$ cat src/rtl/vend_pkg.sv
// Shared types and constants for the vending controller.
package vend_pkg;

  localparam int MONEY_W = 8;

  typedef logic [MONEY_W-1:0] money_t;

  typedef enum logic [2:0] {
    S_IDLE    = 3'd0,
    S_COLLECT = 3'd1,
    S_VEND    = 3'd2,
    S_SETTLE  = 3'd3,
    S_CHANGE  = 3'd4
  } vend_state_t;

endpackage

$ cat src/rtl/vend_controller.sv
// Sequencing FSM for the vending machine credit accumulator: accepts coins,
// checks selections against the price table, runs the dispenser handshake
// and then the change-return handshake with the coin hopper.
module vend_controller
  import vend_pkg::*;
#(
  parameter money_t PRICE0     = 8'd50,
  parameter money_t PRICE1     = 8'd75,
  parameter money_t PRICE2     = 8'd100,
  parameter money_t PRICE3     = 8'd125,
  parameter money_t MAX_CREDIT = 8'd250,
  parameter int     TIMEOUT    = 1000
) (
  input  logic         clk,
  input  logic         reset,
  input  logic         coin_valid,
  input  logic [7:0]   coin_value,
  input  logic         sel_valid,
  input  logic [1:0]   sel_item,
  input  logic         cancel,
  input  logic [7:0]   acc_total,
  output logic         acc_ld,
  output logic [7:0]   acc_d,
  output logic         acc_update,
  output logic [7:0]   acc_remaining,
  output logic         vend_req,
  output logic [1:0]   vend_item,
  input  logic         vend_ack,
  output logic         change_valid,
  output logic [7:0]   change_amount,
  input  logic         change_ack,
  output logic         coin_reject,
  output logic         insufficient
);

  localparam int TMO_W = $clog2(TIMEOUT + 1);

  vend_state_t       state_q, state_d;
  logic [1:0]        item_q, item_d;
  money_t            amount_q, amount_d;
  logic [TMO_W-1:0]  tmo_q, tmo_d;

  money_t            price;
  logic [MONEY_W:0]  credit_sum;
  logic              coin_fits;
  logic              no_event;
  logic              timeout_hit;

  // State and transaction registers; reset abandons any open handshake.
  always_ff @(posedge clk) begin
    if (reset) begin
      state_q  <= S_IDLE;
      item_q   <= 2'd0;
      amount_q <= '0;
      tmo_q    <= '0;
    end else begin
      state_q  <= state_d;
      item_q   <= item_d;
      amount_q <= amount_d;
      tmo_q    <= tmo_d;
    end
  end

  // Next-state and output decode; priority cancel > selection > coin.
  always_comb begin
    state_d       = state_q;
    item_d        = item_q;
    amount_d      = amount_q;
    tmo_d         = tmo_q;
    acc_ld        = 1'b0;
    acc_d         = '0;
    acc_update    = 1'b0;
    acc_remaining = '0;
    vend_req      = 1'b0;
    vend_item     = 2'd0;
    change_valid  = 1'b0;
    change_amount = '0;
    coin_reject   = 1'b0;
    insufficient  = 1'b0;

    unique case (sel_item)
      2'd0:    price = PRICE0;
      2'd1:    price = PRICE1;
      2'd2:    price = PRICE2;
      default: price = PRICE3;
    endcase

    // 9-bit sum so a coin that would overflow the 8-bit total is rejected.
    credit_sum  = {1'b0, acc_total} + {1'b0, coin_value};
    coin_fits   = (credit_sum <= {1'b0, MAX_CREDIT});
    no_event    = !cancel && !sel_valid && !coin_valid;
    // The TIMEOUT-th consecutive idle cycle in COLLECT behaves as a cancel.
    timeout_hit = (state_q == S_COLLECT) && no_event &&
                  (tmo_q == TMO_W'(TIMEOUT - 1));

    case (state_q)
      S_IDLE, S_COLLECT: begin
        if (cancel || timeout_hit) begin
          coin_reject = coin_valid;
          if (acc_total != '0) begin
            amount_d = acc_total;
            state_d  = S_CHANGE;
          end else begin
            state_d  = S_IDLE;
          end
        end else if (sel_valid) begin
          coin_reject = coin_valid;
          if (acc_total >= price) begin
            item_d   = sel_item;
            amount_d = acc_total - price;
            state_d  = S_VEND;
          end else begin
            insufficient = 1'b1;
          end
        end else if (coin_valid) begin
          if (coin_fits) begin
            acc_ld  = 1'b1;
            acc_d   = coin_value;
            tmo_d   = '0;
            state_d = S_COLLECT;
          end else begin
            coin_reject = 1'b1;
          end
        end else if (state_q == S_COLLECT) begin
          tmo_d = tmo_q + 1'b1;
        end
      end

      S_VEND: begin
        vend_req    = 1'b1;
        vend_item   = item_q;
        coin_reject = coin_valid;
        if (vend_ack) state_d = S_SETTLE;
      end

      S_SETTLE: begin
        acc_update    = 1'b1;
        acc_remaining = amount_q;
        coin_reject   = coin_valid;
        state_d       = (amount_q != '0) ? S_CHANGE : S_IDLE;
      end

      S_CHANGE: begin
        change_valid  = 1'b1;
        change_amount = amount_q;
        coin_reject   = coin_valid;
        if (change_ack) begin
          acc_update    = 1'b1;
          acc_remaining = '0;
          state_d       = S_IDLE;
        end
      end

      default: state_d = S_IDLE;
    endcase

    // Outputs stay quiet while reset is held.
    if (reset) begin
      acc_ld        = 1'b0;
      acc_d         = '0;
      acc_update    = 1'b0;
      acc_remaining = '0;
      vend_req      = 1'b0;
      vend_item     = 2'd0;
      change_valid  = 1'b0;
      change_amount = '0;
      coin_reject   = 1'b0;
      insufficient  = 1'b0;
    end
  end

endmodule
$ cat config.mk
export PLATFORM = sky130hd
export DESIGN_NAME = vend_controller
export DESIGN_NICKNAME = d
export VERILOG_FILES = /design/src/rtl/vend_pkg.sv /design/src/rtl/vend_controller.sv
export SDC_FILE = /design/constraint.sdc
export NUM_CORES = 1
export LEC_CHECK = 0
export ABC_AREA = 1
export BUFFER_PORTS_ARGS = -buffer_cell sky130_fd_sc_hd__clkbuf_2
export CAP_MARGIN = 0
export CORE_ASPECT_RATIO = 1.75
export CORE_UTILIZATION = 55
export CTS_CLUSTER_DIAMETER = 60
export DETAILED_ROUTE_END_ITERATION = 8
export GPL_TIMING_DRIVEN = 0
export MAX_ROUTING_LAYER = met4
export PLACE_DENSITY = 0.87
export SLEW_MARGIN = 5
export SYNTH_ARGS = -nofsm -noshare
export SYNTH_HDL_FRONTEND = slang
export SYNTH_SLANG_ARGS = --single-unit
$ cat constraint.sdc
create_clock -name clk -period 5.4 [get_ports clk]
set_clock_uncertainty 0.15 [all_clocks]
set_input_delay 1.08 -clock clk [delete_from_list [all_inputs] [get_ports clk]]
set_output_delay 1.08 -clock clk [all_outputs]
set_load 0.02 [all_outputs]
==> results.tsv <==
metric	value	unit
outcome	complete, no violations	
setup_viol_count_final	0	
max-slew-margin-rel	66.7	%
maxCapViolCount	0	
number_of_flops_mapped_to_enable_cells_by_yosys	0	
design.core.area	0.00415	mm2
power.density	203	mW/mm2
yosysTopAreaCell	sky130_fd_sc_hd__dfxtp_1	
cellLeakagePower	1.50	nW
async_set_or_reset_flop_fraction_in_the_synthesized_netlist	0	%
crit_type	in -> out	
finalMaxSlewViolations	0	
wl	6.31	mm
count_of_warnings_emitted_by_yosys	0	
final.hold.worst_slack	366	ps
worstSkewPairLatency	270	ps
setup_total_negative_slack	0	ps
cts_made_buffers	3	
cts_max_path_buffers	2	
root_buffer	sky130_fd_sc_hd__clkbuf_8	
synth_top_area_share	19.1	%
grt_setup_unrepaired	false	
detailedPlacementHpwl	5.10	mm
tritoncts_num_sinks	23	
yosys.cell_count.top_type	sky130_fd_sc_hd__nand2_1	
clkSlewWorstSetupHoldPaths	80	ps
floorplan.die.width	52.0	um
drive_above_1_share	18.3	%
mappedNetlistNets	442	
finalCritPeriodShare	82.8	%
gpl_wtd_cong	0.929	
worst_setup_sp_type	input port	
fin_total_pwr	567	uW
timing_worst_slew_pin_value	500	ps
synth.avg_cell_area	6.12	um2
postRouteAntennaNets	0	
ir_worst_vdd	0.153	mV
die_h	89.6	um
final.fill_count	392	
ys_types	33	
vias_in_the_first_global_route	2448	
grt_pass1_wl	10.4	mm
synth_seq_area_share	19.1	%
largest_fanout_on_the_critical_path	9	
synth-main-ff-cell	sky130_fd_sc_hd__dfxtp_1	
design.die.area	0.00466	mm2
routed-via-count	2685	
first_iter_violations	66	
post_cts_resized	0	
cts_tree	built	
leading_cell_types_by_total_area_after_synthesis	sky130_fd_sc_hd__dfxtp_1 19%, sky130_fd_sc_hd__nand2_1 12%, sky130_fd_sc_hd__ha_1 11%	
cts-htree-levels	1	
stdcell_count	502	
timing.critical_path.to_type	primary output	
vias_per_cell	5.35	
reg_to_reg_slack_setup	3370	ps
antenna_found_initial	0	
n_antenna_cell	0	
post_synth_inst_count	394	
io_buffer_count	55	
synth.cells.most_frequent	78 x sky130_fd_sc_hd__nand2_1, 64 x sky130_fd_sc_hd__inv_1, 59 x sky130_fd_sc_hd__nor2_1	
place.detailed.instances	498	
ys_ff_latch	23	
type_of_the_most_critical_hold_path	reg -> reg	
initial_utilization	58.1	%
post-cts-setup-buffer-count	0	
i_o_pin_count	57	
max_freq	224	MHz
final_period_minus_worst_setup_slack	4470	ps
grtUsageTotal	30.0	%
holdBufCountCts	0	
finish.net_count	502	
synth_area	0.00241	mm2
final_routed_drc_violation_total	0	
layout.core_utilization	67.3	%
number_of_iterations_in_the_first_detailed_routing_pass	4	
hold_violations	0	
placementRows	31	
wl_per_cell	12.6	um
syn2layout_area_growth	15.9	%
globalRoute.totalOverflow	0	
maximum_number_of_pins_on_one_net_before_global_route_repair	14	
worstPathRequired	4170	ps
arrival_time_at_the_worst_endpoint	3240	ps
==> worst max-delay path, cell delays in order <==
cell	delay (ps)
sky130_fd_sc_hd__clkbuf_2	120
sky130_fd_sc_hd__ha_1	190
sky130_fd_sc_hd__inv_1	60
sky130_fd_sc_hd__fa_1	400
sky130_fd_sc_hd__inv_1	90
sky130_fd_sc_hd__nand3_1	90
sky130_fd_sc_hd__nand2_1	130
sky130_fd_sc_hd__nand2_1	70
sky130_fd_sc_hd__nand2_1	60
sky130_fd_sc_hd__inv_1	30
sky130_fd_sc_hd__nand2_1	50
sky130_fd_sc_hd__nor2_1	40
sky130_fd_sc_hd__nand2_2	130
sky130_fd_sc_hd__nand2_1	80
sky130_fd_sc_hd__nor2_1	150
sky130_fd_sc_hd__nand2_2	160
sky130_fd_sc_hd__nor2_1	130
sky130_fd_sc_hd__clkbuf_2	180
==> path summary, 6_finish.rpt <==
kind                startpoint          end  cells past startpoint
setup reg to reg      tmo_q[0]     tmo_q[8]                     10
hold / removal     amount_q[5]  amount_q[5]                      2
setup / recovery  acc_total[0]     acc_d[2]                     18
hold reg to reg    amount_q[5]  amount_q[5]                      2
==> per-layer routing <==
layer | track usage, % | wire (um) | vias up
met1 | 29.4 | 2410 | 1182
met2 | 56.5 | 3370 | 98
li1 | - | - | 1380
met3 | 2.21 | 243 | 25
met4 | 15.5 | 295 | 0
met5 | - | 0 | -
==> flip-flops by register name, summed over array words and instances, names as in the netlist <==
signal / flops
tmo_q: 10
amount_q: 8
state_q: 3
item_q: 2
==> where the power goes <==
group	leakage, nW	switching [mW]	internal, mW	total, mW
Combinational	1.28	0.167	0.0883	0.255
Sequential	0.188	0.0139	0.189	0.203
Clock	0.0255	0.0577	0.0516	0.109
==> stage by stage <==
step | worst slack, ps | instance area, um2
4_1_cts | 959 | 2790
2_1_floorplan | 1350 | 2410
6_report | 930 | 2790
5_1_grt | 751 | 2790
3_5_place_dp | 974 | 2750
3_3_place_gp | 1060 | 2750
==> layout make-up <==
cell class | instances | area, um2 | share of cell area, %
multi-input cells | 292 | 1630 | 58.5
well taps | 49 | 61.3 | 2.20
clock buffers | 3 | 41.3 | 1.48
inverters | 71 | 267 | 9.54
plain buffers | 8 | 48.8 | 1.75
clock inverters | 1 | 5.00 | 0.179
repair buffers | 55 | 275 | 9.86
flip-flops and latches | 23 | 460 | 16.5
==> cells by family after synthesis <==
| family | after synthesis | synth area share, % |
|---|---|---|
| buf+inv | 79 | 13.1 |
| compound gates | 60 | 13.8 |
| flops | 23 | 19.1 |
| xor+xnor | 13 | 4.72 |
| fa+ha+maj | 23 | 12.6 |
| simple gates | 196 | 36.8 |
==> layout by cell type (no fill, tap or decap), types with 3 or more instances in the layout <==
cell and instances:
sky130_fd_sc_hd__nand2_1 78, sky130_fd_sc_hd__inv_1 64, sky130_fd_sc_hd__nor2_1 59, sky130_fd_sc_hd__clkbuf_2 55, sky130_fd_sc_hd__nand3_1 26, sky130_fd_sc_hd__a21oi_1 26
sky130_fd_sc_hd__dfxtp_1 23, sky130_fd_sc_hd__o21ai_0 21, sky130_fd_sc_hd__ha_1 21, sky130_fd_sc_hd__nand4_1 11, sky130_fd_sc_hd__xor2_1 10, sky130_fd_sc_hd__inv_2 6
sky130_fd_sc_hd__nor3_1 6, sky130_fd_sc_hd__clkbuf_1 5, sky130_fd_sc_hd__nand2_2 4, sky130_fd_sc_hd__nand2_4 4, sky130_fd_sc_hd__a31oi_1 4, sky130_fd_sc_hd__o21ai_1 3
sky130_fd_sc_hd__xnor2_1 3, sky130_fd_sc_hd__clkbuf_8 3
Power figures use the tool's default switching activity.
